==> src/rtl/binary_to_gray_counter.sv <==
// Registered binary up-counter with a matching registered Gray output and a wrap pulse.
// Optional macro GRAY_CNT_SATURATE_EN: an increment at all-ones holds at max instead of wrapping.
module binary_to_gray_counter #(
  parameter int DSIZE = 8
) (
  input  logic             clk,
  input  logic             rst_n,
  input  logic             clr,
  input  logic             load,
  input  logic [DSIZE-1:0] load_value,
  input  logic             inc,
  output logic [DSIZE-1:0] binary_value,
  output logic [DSIZE-1:0] gray_value,
  output logic             wrap
);

  localparam logic [DSIZE-1:0] MAX_VAL = {DSIZE{1'b1}};
  localparam logic [DSIZE-1:0] ONE_VAL = {{(DSIZE-1){1'b0}}, 1'b1};

  function automatic logic [DSIZE-1:0] bin_to_gray(input logic [DSIZE-1:0] b);
    return b ^ (b >> 1);
  endfunction

  logic [DSIZE-1:0] bin_d, bin_q;
  logic [DSIZE-1:0] gray_d, gray_q;
  logic             wrap_d, wrap_q;

  // Next-state selection: clr over load over inc over hold; Gray derives from the next binary.
  always_comb begin
    bin_d  = bin_q;
    wrap_d = 1'b0;
    if (clr) begin
      bin_d = '0;
    end else if (load) begin
      bin_d = load_value;
    end else if (inc) begin
      if (bin_q == MAX_VAL) begin
`ifdef GRAY_CNT_SATURATE_EN
        bin_d = bin_q;
`else
        bin_d = '0;
`endif
        wrap_d = 1'b1;
      end else begin
        bin_d = bin_q + ONE_VAL;
      end
    end else begin
      bin_d = bin_q;
    end
    gray_d = bin_to_gray(bin_d);
  end

  // Output registers; Gray comes straight from a flop so consumers never see glitches.
  always_ff @(posedge clk or negedge rst_n) begin
    if (!rst_n) begin
      bin_q  <= '0;
      gray_q <= '0;
      wrap_q <= 1'b0;
    end else begin
      bin_q  <= bin_d;
      gray_q <= gray_d;
      wrap_q <= wrap_d;
    end
  end

  assign binary_value = bin_q;
  assign gray_value   = gray_q;
  assign wrap         = wrap_q;

endmodule

==> config.mk <==
export PLATFORM = sky130hd
export DESIGN_NAME = binary_to_gray_counter
export DESIGN_NICKNAME = d
export VERILOG_FILES = /design/src/rtl/binary_to_gray_counter.sv
export SDC_FILE = /design/constraint.sdc
export NUM_CORES = 1
export LEC_CHECK = 0
export ABC_AREA = 1
export CAP_MARGIN = 25
export CORE_MARGIN = 1.5
export CORE_UTILIZATION = 41
export CTS_BUF_LIST = sky130_fd_sc_hd__clkbuf_4
export CTS_CLUSTER_DIAMETER = 50
export CTS_CLUSTER_SIZE = 40
export DETAILED_ROUTE_END_ITERATION = 12
export GPL_TIMING_DRIVEN = 0
export PLACE_DENSITY = 0.76
export SLEW_MARGIN = 20
export SYNTH_ARGS = -nofsm -noshare
export SYNTH_HDL_FRONTEND = slang
export SYNTH_SLANG_ARGS = --single-unit
==> constraint.sdc <==
create_clock -name clk -period 1.5 [get_ports clk]
set_clock_uncertainty 0.2 [all_clocks]
set_input_delay 0.225 -clock clk [delete_from_list [all_inputs] [get_ports clk]]
set_output_delay 0.225 -clock clk [all_outputs]
set_load 0.02 [all_outputs]
* Word-level counts from Yosys, hierarchy flattened
Index checks and enable logic that the tools add are counted.
** Storage, ports and cells
- Flip-flop bits (word level) :: 17
- Bits of input ports :: 13
- Output and inout port bits :: 17
- Word-level logic and storage cells :: 14
** Cells by class
- Add/sub/neg operators :: 1
- Equal/unequal tests :: 1
- Mux-type cells :: 8
- Bitwise logic cells :: 1
** Operators with widths (count)
- $mux 8 :: 4
- $add 8x1->8 const B :: 1
- $eq 8x8->1 const B :: 1
- $xor 8x7->8 :: 1
- $mux 1 :: 4

* Logic depth before layout (Yosys ltp)
Gate-level depths: netlist of run 1.
- Word-level depth :: 6
- Gate-level depth with buffers :: 11
- Depth with buffers taken out :: 11

* Worst setup path before layout of run 1
No wires, ideal clock.
- Path kind :: reg2reg
- Start :: register bin_q[0], in the netlist binary_value[0]
- End :: register gray_q[6], in the netlist gray_value[6]
- Library setup time :: 0.117 ns
- Arrival :: 1.329 ns
- Data required time :: 1.183 ns
- Slack :: -0.147 ns
- Cell stages (with the launch flop) :: 11
- Buffers on the path :: 0
- Period minus slack after synthesis :: 1.647 ns
- Path through :: dfrtp_1 -> ha_1 -> nand3_2 -> nor2_4 -> nand2_1 -> nand2_1 -> nand2_1 -> nand2_2 -> inv_2 -> nand3_1 -> nand2_1
** On the way
- Cells in the longest elaborated chain, start to end :: 6
- Elaborated cells on any way between the ends :: 7
- Those cells by class :: add/sub (1); eq/ne (1); mux (4); bitwise (1)
** RTL lines
- start, declared :: line 24 : logic [DSIZE-1:0] bin_d, bin_q;
- start signal, assigned :: line 60 : bin_q <= bin_d;
- $add 8x1->8 or $eq 8x8->1 (tied branches) :: line 45, 37
- $mux 8 * :: line 37 : if (bin_q == MAX_VAL) begin
- $mux 8 * :: line 36 : end else if (inc) begin
- $mux 8 * :: line 34 : end else if (load) begin
- $mux 8 * :: line 32 : if (clr) begin
- named net bin_d[6] :: line 24
- $xor 8x7->8 * :: line 21 : return b ^ (b >> 1);
- named net gray_d[6] :: line 25 : logic [DSIZE-1:0] gray_d, gray_q;
- end signal, assigned :: line 61 : gray_q <= gray_d;
- end, declared :: line 25
The timed path passes the listed nets; every way through them passes the cells marked *.

* Worst setup path after layout of run 1
- Start :: register bin_q[1], in the netlist binary_value[1]
- End :: register gray_q[0], in the netlist gray_value[0]
** On the way
- Cells in the longest elaborated chain, start to end :: 6
- Elaborated cells on any way between the ends :: 7
- Those cells by class :: add/sub (1); eq/ne (1); mux (4); bitwise (1)
** RTL lines (line)
- $add 8x1->8 or $eq 8x8->1 (tied branches) :: 45, 37
- $mux 8 :: 37
- $mux 8 * :: 36
- $mux 8 * :: 34
- $mux 8 * :: 32
- $xor 8x7->8 * :: 21
- named net gray_d[0] :: 25
Marked as above.

==> impl_metrics.tcl, run 1 <==
set metrics [dict create \
    p_leak_nw 0.688 \
    synth_seq_cells 16 \
    design.die.area_um2 2420 \
    ios 30 \
    firstDrtPassIters 4 \
    synthSimpleGateAreaFrac_pct 34.0 \
    reg2reg_depth 8 \
    drive_gt1_share_pct 31.8 \
    grt_pass1_vias 840 \
    finalMaxSlewViolations 0 \
    cp_slowest_cell "dfrtp_2" \
    place_ws_ns -0.446 \
    yosys.area_share.adder_pct 1.43 \
    cts_max_path_buffers 2 \
    cts-buffers-inserted 3 \
    place.gp.congestion 0.759 \
    fill_cells 172 \
    end_kind "flip-flop" \
    cp-start-kind "flip-flop" \
    stdcell_area_um2 1320 \
    antenna_cells 0 \
    slew_headroom_pct 53.3 \
    fin_crit_sh_pct 113 \
    combPwrFrac_pct 27.0 \
    drt_iter0_markers 16 \
    hp-start "load" \
    critPathRequiredTime_ns 1.53 \
    design.core.area_um2 1980 \
    synth_top_family_by_area "simple AND/OR/NAND/NOR gates" \
    start_util_pct 44.1 \
    rsz0062_at_grt "yes" \
    grt_pass1_wl_um 3750 \
    cts_root_buf "clkbuf_4" \
    syn_nets 127 \
    path_max_fanout 4 \
    hold_viol 0 \
    mostFrequentLayoutCells "nand2_1, inv_1, dfrtp_1, dlygate4sd2_1" \
    syn_area_um2 873 \
    syn_inst 113 \
    dp_hpwl_um 1470 \
    seq_area_frac_synth_pct 45.8 \
    worstMarginPinSlew_ns 0.699 \
    port_buffers 27 \
    switchingPower_uw 321 \
    status "finished with violations" \
    area_growth_pct 51.6 \
    setup_viol 11 \
    synthMuxAreaShare_pct 1.15 \
    wl_per_cell_um 12.9 \
    swShare_pct 32.4 \
    worst_slack_ns -0.196 \
    via_count 833 \
    dpl.cell_count 167 \
    synth_cell_types 23 \
    die_h_um 49.2 \
    final_util_pct 66.8 \
    ant_nets 0 \
    grtUsageTotal_pct 20.4 \
    pwr_density_cell_nw_per_um2 750 \
    max_stage_delay_ns 0.45 \
    violations "setup timing" \
    clkLatencyLatePin_ns 0.29 \
    cts_tree "yes" \
    multi_input_comb_area_um2 480 \
    fin_cells 178 \
    hold_depth 3 \
    synth_compound_area_share_pct 7.02 \
    htreeDepth 1 \
    yosys_warnings 0 \
    reg2reg_from "binary_value[1]" \
    vias_per_cell 4.68 \
    clkPwrFrac_pct 24.0 \
    clock-sinks 16 \
    hold_path_class "input port to flip-flop" \
    grt_overflow 0 \
    rows 16 \
    critPathArrivalTime_ns 1.73 \
    cap_violations 0 \
    seqPwrFrac_pct 49.0 \
    die_w_um 49.2 \
    worstPathCellList "ha_4 > nand3_4 > nor2_4 > a21oi_4 > nand3_2 > nand2_1 > nand3_1 > nand2_1" \
    r2r_slack_ns -0.20 \
    path_clk_slew_ns 0.10 \
    layout.nets 166 \
    antenna_found_initial 0 \
    synth_xor_area_share_pct 1.00 \
    place_area_um2 1200 \
    fin_crit_ns 1.70 \
    drc_errors 0 \
    ff_latch_area_um2 404 \
    fmax_mhz 590 \
    hold_end "binary_value[7]" \
    p_int_uw 671 \
    ir_drop_mv 0.568 \
    avgSynthCellArea_um2 7.73 \
    grt_max_degree 17 \
    routed_wl_um 2290 \
    r2r_end "gray_value[0]" \
    final_common_cell "nand2_1" \
    critPathKind "flip-flop to flip-flop" \
    cp_common_cell "nand2_1" \
]
## stage by stage
stage	hold WS [ns]	power (mW)	setup TNS, ns
6_report	0.0590	0.992	-1.25
3_5_place_dp	0.242	0.755	-5.07
3_3_place_gp	0.238	0.751	-4.49
5_1_grt	0.0593	1.05	-2.43
4_1_cts	-0.0530	0.977	-0.736
2_1_floorplan	-0.271	0.629	-0.232
## area by class of cell
cell class                      count  area share, %
Timing Repair Buffer               34           22.3
Inverter                           16           4.54
Clock inverter                      1          0.284
Clock buffer                        3           1.70
Buffer                              3           1.80
Multi-Input combinational cell     78           36.3
Sequential cell                    16           30.5
Tap cell                           27           2.55
## power groups by stage
stage / registers, mW / logic (mW) / clock network, mW
2_1_floorplan: 0.535 / 0.0936 / 0
3_3_place_gp: 0.495 / 0.256 / 0
3_5_place_dp: 0.496 / 0.259 / 0
4_1_cts: 0.485 / 0.252 / 0.240
5_1_grt: 0.492 / 0.296 / 0.266
6_report: 0.486 / 0.268 / 0.238
## logic make-up (layout without fill, tap and decap cells)
kind of cell | count (synthesis) | after routing
compound gates | 11 | 11
xor+xnor | 1 | 1
fa+ha+maj | 1 | 1
buf+inv | 19 | 57
flops | 16 | 16
mux | 1 | 1
simple gates | 64 | 64
## flip-flops by register name, indices dropped and copies added (netlist names)
signal	count
gray_value	7
wrap	1
binary_value	8
## cells in the mapped netlist
| cell type | number | area [um2] |
|---|---|---|
| ha_1 | 1 | 12.5 |
| nand2_1 | 34 | 128 |
| nor2_4 | 2 | 22.5 |
| dfrtp_1 | 16 | 400 |
| inv_1 | 15 | 56.3 |
| a21oi_1 | 4 | 20.0 |
| nand3_2 | 1 | 10.0 |
| buf_6 | 1 | 11.3 |
| nor3_1 | 1 | 5.00 |
| nand3_1 | 14 | 70.1 |
| inv_2 | 1 | 3.75 |
| buf_2 | 1 | 5.00 |
| or2_2 | 1 | 6.26 |
| buf_4 | 1 | 7.51 |
| o21ai_1 | 2 | 10.0 |
| a21oi_2 | 1 | 8.76 |
| nor2_1 | 6 | 22.5 |
| nand3b_1 | 1 | 7.51 |
| o21bai_1 | 1 | 7.51 |
| o21ai_0 | 3 | 15.0 |
| nand2_2 | 4 | 25.0 |
| xor2_1 | 1 | 8.76 |
| mux2i_1 | 1 | 10.0 |
## how the worst max path moves through the flow
stage	start	end	cells past startpoint
global route	binary_value[1]	gray_value[0]	8
detailed placement	inc	gray_value[4]	12
CTS	binary_value[1]	gray_value[2]	8
global placement	inc	gray_value[5]	12
floorplan	binary_value[1]	gray_value[4]	9
finish	binary_value[1]	gray_value[0]	8
## critical path, delay by kind of cell (launching register included)
kind / cells / cell delay, ns
simple gates: 6 / 0.58
flops: 1 / 0.45
compound gates: 1 / 0.23
fa+ha+maj: 1 / 0.17
## per-layer routing
metal / vias to the layer above / share of wire, % / track usage (%)
li1: 431 / - / -
met2: 21 / 52 / 34.7
met1: 376 / 43 / 26.3
met4: 0 / 2.0 / 10.0
met5: - / 0 / 0
met3: 5 / 2.8 / 1.53
## timing repair
| item | 4_1_cts | 5_1_grt |
|---|---|---|
| setup buffers | 2 | 2 |
| pin swaps | 4 | 6 |
| gates resized for setup | 33 | 18 |
| endpoints found under the setup margin | 29 | 21 |
| endpoints found under the hold margin | 4 | 1 |
| hold buffers | 2 | 1 |
Note: power is estimated with default switching activity, not from simulation.
==> run 2, diff against run 1 <==
--- a/config.mk
+++ b/config.mk
@@ -8,13 +8,13 @@
 export ABC_AREA = 1
 export CAP_MARGIN = 25
 export CORE_MARGIN = 1.5
-export CORE_UTILIZATION = 41
+export CORE_UTILIZATION = 46
 export CTS_BUF_LIST = sky130_fd_sc_hd__clkbuf_4
 export CTS_CLUSTER_DIAMETER = 50
 export CTS_CLUSTER_SIZE = 40
 export DETAILED_ROUTE_END_ITERATION = 12
 export GPL_TIMING_DRIVEN = 0
-export PLACE_DENSITY = 0.76
+export PLACE_DENSITY = 0.81
 export SLEW_MARGIN = 20
 export SYNTH_ARGS = -nofsm -noshare
 export SYNTH_HDL_FRONTEND = slang
==> constraint.sdc (replaced) <==
create_clock -name clk -period 1.8 [get_ports clk]
set_clock_uncertainty 0.2 [all_clocks]
set_input_delay 0.27 -clock clk [delete_from_list [all_inputs] [get_ports clk]]
set_output_delay 0.27 -clock clk [all_outputs]
set_load 0.02 [all_outputs]
==> run 2 against run 1 <==
First-iteration DRC count is 6.3% higher. The run now ends clean. Register-to-register slack better by 0.34 ns. Sequential share of layout area is 1.8 points higher. Non-clock buffer count is 5 lower. Utilization is 4.2 points higher. Combinational power is 20% lower. Flip-flop and latch count stayed put. Cell area is 6.3% lower. Largest power group unchanged. Sequential power is 17% lower. Via count is 1.6% higher.
==> impl_metrics.tcl, run 2 (synthesis results as in run 1) <==
set metrics [dict create \
    cts_max_path_buffers 2 \
    hold_end "binary_value[7]" \
    pwr_density_cell_nw_per_um2 655 \
    design.core.area_um2 1750 \
    cp_slowest_cell "clkdlybuf4s50_1" \
    clock-sinks 16 \
    rsz0062_at_grt "no" \
    drive_gt1_share_pct 12.3 \
    r2r_slack_ns 0.14 \
    via_count 846 \
    p_leak_nw 0.697 \
    vias_per_cell 4.95 \
    cap_violations 0 \
    hold_depth 2 \
    die_h_um 46.6 \
    grtUsageTotal_pct 21.5 \
    cp_num_buf_inv 1 \
    mostFrequentLayoutCells "nand2_1, clkdlybuf4s50_1, dfrtp_1, inv_1, nand3_1" \
    fin_cells 171 \
    largest_reg_flops 8 \
    layout.nets 161 \
    rows 15 \
    area_growth_pct 42.0 \
    ir_drop_mv 0.571 \
    end_kind "output pin" \
    cts-buffers-inserted 3 \
    setup_viol 0 \
    crit_family "buffers and inverters" \
    critPathRequiredTime_ns 1.33 \
    clkLatencyLatePin_ns 0.29 \
    ios 30 \
    grt_max_degree 17 \
    dp_hpwl_um 1530 \
    max_stage_delay_ns 0.60 \
    drt_iter0_markers 17 \
    fin_crit_ns 1.70 \
    antenna_found_initial 0 \
    critPathKind "flip-flop to output pin" \
    worstPathCellList "clkdlybuf4s50_1" \
    fmax_mhz 589 \
    dpl.cell_count 165 \
    design.die.area_um2 2170 \
    wl_per_cell_um 12.0 \
    antenna_cells 0 \
    routed_wl_um 2060 \
    cp-start-kind "flip-flop" \
    drc_errors 0 \
    worstMarginPinSlew_ns 0.714 \
    grt_overflow 0 \
    status "finished clean" \
    htreeDepth 1 \
    place_ws_ns -0.180 \
    final_common_cell "nand2_1" \
    critPathArrivalTime_ns 1.23 \
    ant_nets 0 \
    firstDrtPassIters 6 \
    r2r_end "gray_value[6]" \
    place.gp.congestion 0.780 \
    grt_pass1_wl_um 3170 \
    start_util_pct 50.0 \
    reg2reg_from "binary_value[0]" \
    cts_root_buf "clkbuf_4" \
    worst_slack_ns 0.102 \
    hold_viol 0 \
    hp-start "clr" \
    path_clk_slew_ns 0.09 \
    finalMaxSlewViolations 0 \
    grt_pass1_vias 760 \
    path_max_fanout 1 \
    fin_crit_sh_pct 94.3 \
    cts_tree "yes" \
    reg2reg_depth 10 \
    slew_headroom_pct 52.2 \
    hold_path_class "input port to flip-flop" \
    port_buffers 27 \
    die_w_um 46.6 \
    power_uw 812 \
]
==> run 2: area by class of cell <==
type                    instances  area (um2)
well taps                      25        31.3
flip-flops and latches         16         400
inverters                      16        60.1
fillers                       148         505
multi-input cells              78         407
clock inverters                 1        3.75
clock buffers                   3        22.5
repair buffers                 29         292
plain buffers                   3        23.8
==> run 2: worst max path at each step <==
stage | startpoint | endpoint | slack, ns | depth (start not counted)
finish | wrap | wrap | 0.10 | 1
global route | binary_value[1] | gray_value[4] | 0.001 | 8
CTS | binary_value[0] | binary_value[0] | 0.005 | 1
detailed placement | inc | gray_value[6] | -0.18 | 10
global placement | inc | gray_value[6] | -0.13 | 10
floorplan | binary_value[0] | gray_value[6] | 0.15 | 10
==> run 2: timing repair <==
item | in CTS | in global routing
buffers inserted | 0 | 1
pin swaps | 0 | 1
hold endpoints to repair | 1 | 0
hold buffers | 1 | 0
resized for setup | 5 | 7
endpoints found under the setup margin | 5 | 10
==> run 2: metrics by stage <==
stage               area [um2]  TNS, ns  hold slack (ns)  util (%)
detailed placement        1170    -1.34            0.289      67.3
CTS                       1200        0           0.0408      69.0
finish                    1240        0           0.0468      71.0
floorplan                  873        0           -0.226         -
global route              1240        0           0.0365      71.0
global placement          1170   -0.887            0.281      67.3
==> run 2: layer usage <==
metal / global-route usage (%) / routed length, um / vias to the layer above / part of all wire (%)
li1: - / - / 420 / -
met1: 27.3 / 893 / 394 / 43
met2: 36.1 / 1010 / 28 / 49
met3: 1.18 / 110 / 4 / 5.4
met4: 12.0 / 46 / 0 / 2.2
met5: 0 / 0 / - / 0
==> run 2: worst reg2reg max path, cell delays in order (launching register included) <==
cell and delay [ns]:
dfrtp_1 0.41, ha_2 0.23, nand3_4 0.11, nor2_4 0.15, nand2_1 0.07, nand2_1 0.07, nand2_1 0.06, nand2_2 0.09
inv_2 0.05, nand3_1 0.07, nand2_1 0.06
==> run 2: power by group <==
part / switching [mW] / leakage [nW] / internal [mW] / total (mW)
logic: 0.117 / 0.473 / 0.0976 / 0.215
clock network: 0.113 / 0.0154 / 0.0806 / 0.194
registers: 0.0181 / 0.209 / 0.386 / 0.404
total: 0.248 / 0.697 / 0.564 / 0.812
